<file path="src/rtl/btn_pkg.sv">
// Shared types and sizing helpers for the pushbutton conditioner bank.
package btn_pkg;

    typedef enum logic [1:0] {
        IDLE         = 2'd0,
        PRESS_WAIT   = 2'd1,
        HELD         = 2'd2,
        RELEASE_WAIT = 2'd3
    } btn_state_t;

    // Bits needed to hold 0..max_val; never narrower than one bit.
    function automatic int cnt_width(input int max_val);
        return (max_val < 1) ? 1 : $clog2(max_val + 1);
    endfunction

endpackage

</file>
<file path="src/rtl/btn_chan.sv">
// One button channel: synchroniser, debounce FSM, press/release/repeat strobes.
//
// state        | meaning
// IDLE         | stable released
// PRESS_WAIT   | input pressed, waiting for it to stay pressed long enough
// HELD         | stable pressed, repeat timer running
// RELEASE_WAIT | input released, waiting to confirm; repeat timer frozen
module btn_chan
    import btn_pkg::*;
#(
    parameter int SYNC_STAGES     = 2,
    parameter int DEBOUNCE_CYCLES = 250000,
    parameter int REPEAT_DELAY    = 12500000,
    parameter int REPEAT_PERIOD   = 2500000,
    parameter int ACTIVE_LOW      = 0
) (
    input  logic i_clk,
    input  logic i_rst,
    input  logic i_btn,
    output logic o_level,
    output logic o_press_stb,
    output logic o_release_stb,
    output logic o_repeat_stb
);

    localparam int DEB_MAX   = DEBOUNCE_CYCLES - 1;
    localparam int DELAY_MAX = (REPEAT_DELAY > 0) ? REPEAT_DELAY - 1 : 0;
    localparam int PER_MAX   = REPEAT_PERIOD - 1;
    localparam int REP_MAX   = (DELAY_MAX > PER_MAX) ? DELAY_MAX : PER_MAX;
    localparam int DEB_W     = cnt_width(DEB_MAX);
    localparam int REP_W     = cnt_width(REP_MAX);

    localparam logic [DEB_W-1:0] DEB_LOAD   = DEB_W'(DEB_MAX);
    localparam logic [REP_W-1:0] DELAY_LOAD = REP_W'(DELAY_MAX);
    localparam logic [REP_W-1:0] PER_LOAD   = REP_W'(PER_MAX);
    localparam logic             REP_EN     = (REPEAT_DELAY != 0);
    localparam logic             INV        = (ACTIVE_LOW != 0);

    logic [SYNC_STAGES-1:0] r_sync;
    logic                   w_s;
    btn_state_t             r_state;
    logic [DEB_W-1:0]       r_deb;
    logic [REP_W-1:0]       r_rep;

    always_ff @(posedge i_clk) begin
        if (i_rst) begin
            r_sync <= '0;
        end else begin
            r_sync <= {r_sync[SYNC_STAGES-2:0], i_btn ^ INV};
        end
    end

    assign w_s = r_sync[SYNC_STAGES-1];

    // Both timers are down-counters loaded with (span - 1) and fire on zero.
    always_ff @(posedge i_clk) begin
        if (i_rst) begin
            r_state       <= IDLE;
            r_deb         <= '0;
            r_rep         <= '0;
            o_level       <= 1'b0;
            o_press_stb   <= 1'b0;
            o_release_stb <= 1'b0;
            o_repeat_stb  <= 1'b0;
        end else begin
            o_press_stb   <= 1'b0;
            o_release_stb <= 1'b0;
            o_repeat_stb  <= 1'b0;
            case (r_state)
                IDLE: begin
                    if (w_s) begin
                        r_state <= PRESS_WAIT;
                        r_deb   <= DEB_LOAD;
                    end
                end
                PRESS_WAIT: begin
                    if (!w_s) begin
                        r_state <= IDLE;
                    end else if (r_deb == '0) begin
                        r_state     <= HELD;
                        o_level     <= 1'b1;
                        o_press_stb <= 1'b1;
                        r_rep       <= DELAY_LOAD;
                    end else begin
                        r_deb <= r_deb - 1'b1;
                    end
                end
                HELD: begin
                    if (!w_s) begin
                        r_state <= RELEASE_WAIT;
                        r_deb   <= DEB_LOAD;
                    end
                    // An expiry on the cycle the input drops is held at zero
                    // and fires once the press is confirmed again.
                    if (REP_EN) begin
                        if (r_rep != '0) begin
                            r_rep <= r_rep - 1'b1;
                        end else if (w_s) begin
                            o_repeat_stb <= 1'b1;
                            r_rep        <= PER_LOAD;
                        end
                    end
                end
                RELEASE_WAIT: begin
                    if (w_s) begin
                        r_state <= HELD;
                    end else if (r_deb == '0) begin
                        r_state       <= IDLE;
                        o_level       <= 1'b0;
                        o_release_stb <= 1'b1;
                    end else begin
                        r_deb <= r_deb - 1'b1;
                    end
                end
                default: r_state <= IDLE;
            endcase
        end
    end

endmodule

</file>
<file path="src/rtl/btn_bank.sv">
// Bank of independent button conditioners sharing one clock and reset.
module btn_bank
    import btn_pkg::*;
#(
    parameter int N_BTN           = 5,
    parameter int SYNC_STAGES     = 2,
    parameter int DEBOUNCE_CYCLES = 250000,
    parameter int REPEAT_DELAY    = 12500000,
    parameter int REPEAT_PERIOD   = 2500000,
    parameter int ACTIVE_LOW      = 0
) (
    input  logic             i_clk,
    input  logic             i_rst,
    input  logic [N_BTN-1:0] i_btn,
    output logic [N_BTN-1:0] o_level,
    output logic [N_BTN-1:0] o_press_stb,
    output logic [N_BTN-1:0] o_release_stb,
    output logic [N_BTN-1:0] o_repeat_stb
);

    if (N_BTN < 1) begin : g_bad_n_btn
        $error("btn_bank: N_BTN must be >= 1");
    end
    if (SYNC_STAGES < 2) begin : g_bad_sync
        $error("btn_bank: SYNC_STAGES must be >= 2");
    end
    if (DEBOUNCE_CYCLES < 1) begin : g_bad_debounce
        $error("btn_bank: DEBOUNCE_CYCLES must be >= 1");
    end
    if (REPEAT_DELAY < 0) begin : g_bad_delay
        $error("btn_bank: REPEAT_DELAY must be >= 0");
    end
    if (REPEAT_PERIOD < 1) begin : g_bad_period
        $error("btn_bank: REPEAT_PERIOD must be >= 1");
    end
    if (ACTIVE_LOW != 0 && ACTIVE_LOW != 1) begin : g_bad_polarity
        $error("btn_bank: ACTIVE_LOW must be 0 or 1");
    end

    for (genvar g = 0; g < N_BTN; g++) begin : g_chan
        btn_chan #(
            .SYNC_STAGES     (SYNC_STAGES),
            .DEBOUNCE_CYCLES (DEBOUNCE_CYCLES),
            .REPEAT_DELAY    (REPEAT_DELAY),
            .REPEAT_PERIOD   (REPEAT_PERIOD),
            .ACTIVE_LOW      (ACTIVE_LOW)
        ) u_chan (
            .i_clk         (i_clk),
            .i_rst         (i_rst),
            .i_btn         (i_btn[g]),
            .o_level       (o_level[g]),
            .o_press_stb   (o_press_stb[g]),
            .o_release_stb (o_release_stb[g]),
            .o_repeat_stb  (o_repeat_stb[g])
        );
    end

endmodule

</file>
<file path="config.mk">
export PLATFORM = sky130hd
export DESIGN_NAME = btn_bank
export DESIGN_NICKNAME = d
export VERILOG_FILES = /design/src/rtl/btn_pkg.sv /design/src/rtl/btn_chan.sv /design/src/rtl/btn_bank.sv
export SDC_FILE = /design/constraint.sdc
export NUM_CORES = 1
export LEC_CHECK = 0
export BUFFER_PORTS_ARGS = -buffer_cell sky130_fd_sc_hd__buf_2
export CORE_MARGIN = 1.5
export CORE_UTILIZATION = 68
export DETAILED_ROUTE_END_ITERATION = 16
export GPL_TIMING_DRIVEN = 0
export MAX_ROUTING_LAYER = met4
export PLACE_DENSITY = 0.86
export SETUP_SLACK_MARGIN = 0.1
export SYNTH_ARGS = -nofsm -noshare
export SYNTH_HDL_FRONTEND = slang
export SYNTH_SLANG_ARGS = --single-unit
export TNS_END_PERCENT = 5
</file>
<file path="constraint.sdc">
create_clock -name i_clk -period 6.45 [get_ports i_clk]
set_input_delay 0.645 -clock i_clk [delete_from_list [all_inputs] [get_ports i_clk]]
set_output_delay 0.645 -clock i_clk [all_outputs]
set_load 0.01 [all_outputs]
</file>
==> metrics.cfg <==
[clocking]
post_cts_buffers=0
clockRootBuffer=clkbuf_16
cts.repair.resized=0
h-tree-depth=1
numCtsBuffers=26
cts_hold_buf=0
cts_buffer_depth=3
clock_latency_ps=530
cts.reportedPaths.clkPinSlew_ps=60
clock_sinks=250
cts_tree=built

[floorplan]
die_area_um2=19700
placementRows=50
die_w_um=141
start_util_pct=69.0
ios=27
coreArea_um2=18600
die_height_um=141

[synthesis]
yosysWarnings=0
synth_nets=1582
ys_ff_latch=250
synthCells=1556
netlist_area_um2=12900
async_flop_share_pct=0
ys_types=82
ys_seq_area_share_pct=38.9
synth_ff_type=dfxtp_1
synth_edf_count=0
syn_area_per_cell_um2=8.27

[detailed_routing]
firstDrtPassIters=5
ant_nets=0
via_count=12200
drc=0
wl_per_cell_um=17.8
via_per_inst=6.55
routed_wl_mm=33.2
drt-initial-drc-count=910

[power]
p_comb_share_pct=20.4
ir_worst_vdd_mv=0.238
p_seq_share_pct=41.2
leakage_nw=5.41
clkPwrFrac_pct=38.4
swShare_pct=30.0
p_switching_w=0.00128
p_total_w=0.00426
p_per_area_nw_per_um2=299
p_int_w=0.00298

[setup_path]
ff2ff_path_depth=6
reg2reg_from=g_chan[4].u_chan.r_rep[4]$_SDFFE_PP0P_
path_class=reg2reg
arrival_ps=3410
crit_start=g_chan[4].u_chan.r_rep[4]$_SDFFE_PP0P_
required_ps=6870
endpoint=g_chan[4].u_chan.r_rep[12]$_SDFFE_PP0P_
crit_path_end_kind=register
ff2ff_setup_slack_ps=3460
rr_endpoint=g_chan[4].u_chan.r_rep[12]$_SDFFE_PP0P_
worstPathMaxFanout=10
start_kind=register

[finish]
final_cell_mix=dfxtp_1 (250), nor2_1 (160), a21oi_1 (139)
finalNetCount=1635
antennaDiodeCount=0
fillers=1367
final_common_cell=dfxtp_1
utilization_pct=76.3
drive_above_1_share_pct=9.03
seq_area_um2=5000
multi_input_area_um2=7260
syn2layout_area_growth_pct=10.6
stdcell_area_um2=14200

[placed_design]
io_buffers=25
place_congestion=0.995
dp_hpwl_mm=22.3
pre_cts_ws_ps=3570
placed_area_um2=13300

[sta]
maxSlewHeadroom_pct=24.8
slew_violations=0
rsz0062_at_grt=no
clock_skew_ps=10.8
tns_ps=0
post-route-worst-setup-slack_ps=3460
fmax_ghz=0.334
hold_viol=0
fin_crit_ps=2990
period_share_pct=46.4
worst_pin_slew_ps=1120
setup_viol=0

[run_status]
status=finished clean

[global_routing]
grt_overflow=0
grt_pass1_wl_mm=53.9
grt_pass1_vias=11100
antenna_found_initial=0
grt_use_total_pct=33.9
grt_max_degree=15

[min_path]
hold_path_class=in2reg

[job]
maxCapViolations=0

-- flip-flops by register name (all words and copies together), names as in the netlist, named ones only --
| signal | flops |
|---|---|
| g_chan.u_chan.r_deb | 90 |
| g_chan.u_chan.r_rep | 120 |
| g_chan.u_chan.o_repeat_stb | 5 |
| g_chan.u_chan.r_sync | 10 |
| g_chan.u_chan.o_release_stb | 5 |
| g_chan.u_chan.o_level | 5 |
| g_chan.u_chan.r_state | 5 |
| g_chan.u_chan.o_press_stb | 5 |
-- synth_stat cells (7+ instances only) --
cell type  instances  area share (%)
dfxtp_1          250              39
nor2_1           160             4.7
a21oi_1          139             5.4
nand2_1           97             2.8
o21ai_0           89             3.5
nor3_1            77             3.0
xor2_1            53             3.6
clkbuf_1          50             1.5
nor4_1            50             2.4
inv_1             43             1.3
nand3_1           42             1.6
xnor2_1           39             2.7
a311oi_1          33             2.2
or3_1             33             1.6
or4_1             30             1.8
nand2b_1          29             1.4
a31oi_1           27             1.3
nand4_1           22             1.1
buf_4             21             1.2
a211oi_1          20             1.2
nor2b_1           20            0.97
ha_1              19             1.8
o31ai_1           17            0.99
and2_1            10            0.49
buf_2             10            0.39
nor4b_1           10            0.68
or2_2             10            0.49
a221oi_1           9            0.61
nor3b_1            9            0.53
nand4b_1           8            0.54
o211ai_1           8            0.47
and3_1             7            0.34
o21a_1             7            0.41
-- power by group through the flow --
stage               sequential (W)  clock (W)  combinational, W
detailed placement         0.00178          0          0.000833
global placement           0.00178          0          0.000816
finish                     0.00175    0.00163          0.000870
global route               0.00176    0.00171          0.000961
CTS                        0.00175    0.00165          0.000850
floorplan                  0.00176          0          0.000663
-- logic make-up after synthesis --
kind of cell               count (synthesis)  share of synthesized area (%)
DFF                                      250                           38.9
adders and majority gates                 19                           1.85
AOI/OAI and AO/OA                        408                           20.4
muxes                                      6                          0.486
buffers and inverters                    131                           4.65
and+or+nand+nor                          650                           27.4
xor gates and xnor gates                  92                           6.27
-- final cells by class --
class	instances	share of cell area (%)
Buffer	87	3.04
Sequential cell	250	35.2
Multi-Input combinational cell	1175	51.0
Clock inverter	12	1.36
Clock buffer	35	5.24
Timing Repair Buffer	25	0.880
Tap cell	234	2.06
Inverter	44	1.16
-- stage by stage --
step	std cells	hold WS, ps
6_report	1862	327
5_1_grt	1862	332
4_1_cts	1862	320
3_5_place_dp	1815	420
3_3_place_gp	1815	419
2_1_floorplan	1556	414
-- metal layers --
| metal | vias up | share of wire [%] | GRT usage, % | wire [um] |
|---|---|---|---|---|
| met2 | 509 | 47 | 55.4 | 15700 |
| met4 | 0 | 3.4 | 13.9 | 1140 |
| met3 | 101 | 7.9 | 4.85 | 2640 |
| met5 | - | 0 | - | 0 |
| met1 | 5711 | 41 | 42.4 | 13700 |
| li1 | 5868 | - | - | - |
-- critical path, cell delays in order, from the launching register on --
cell and delay [ps]:
dfxtp_1 340, nor3_1 870, nand4_1 300, nor2_1 460, clkbuf_1 450, o21ai_0 180
a32o_1 280
-- worst min-delay path by stage --
stage | startpoint | slack (ps) | end | depth (start not counted)
2_1_floorplan | g_chan[0].u_chan.r_sync[0]$_SDFF_PP0_ | 410 | g_chan[0].u_chan.r_sync[1]$_SDFF_PP0_ | 1
3_3_place_gp | g_chan[3].u_chan.r_sync[0]$_SDFF_PP0_ | 420 | g_chan[3].u_chan.r_sync[1]$_SDFF_PP0_ | 1
3_5_place_dp | g_chan[1].u_chan.r_sync[0]$_SDFF_PP0_ | 420 | g_chan[1].u_chan.r_sync[1]$_SDFF_PP0_ | 1
4_1_cts | i_btn[3] | 320 | g_chan[3].u_chan.r_sync[0]$_SDFF_PP0_ | 2
5_1_grt | i_btn[3] | 330 | g_chan[3].u_chan.r_sync[0]$_SDFF_PP0_ | 2
6_report | i_btn[3] | 330 | g_chan[3].u_chan.r_sync[0]$_SDFF_PP0_ | 2
No activity file was read; power rests on OpenSTA's default activity.
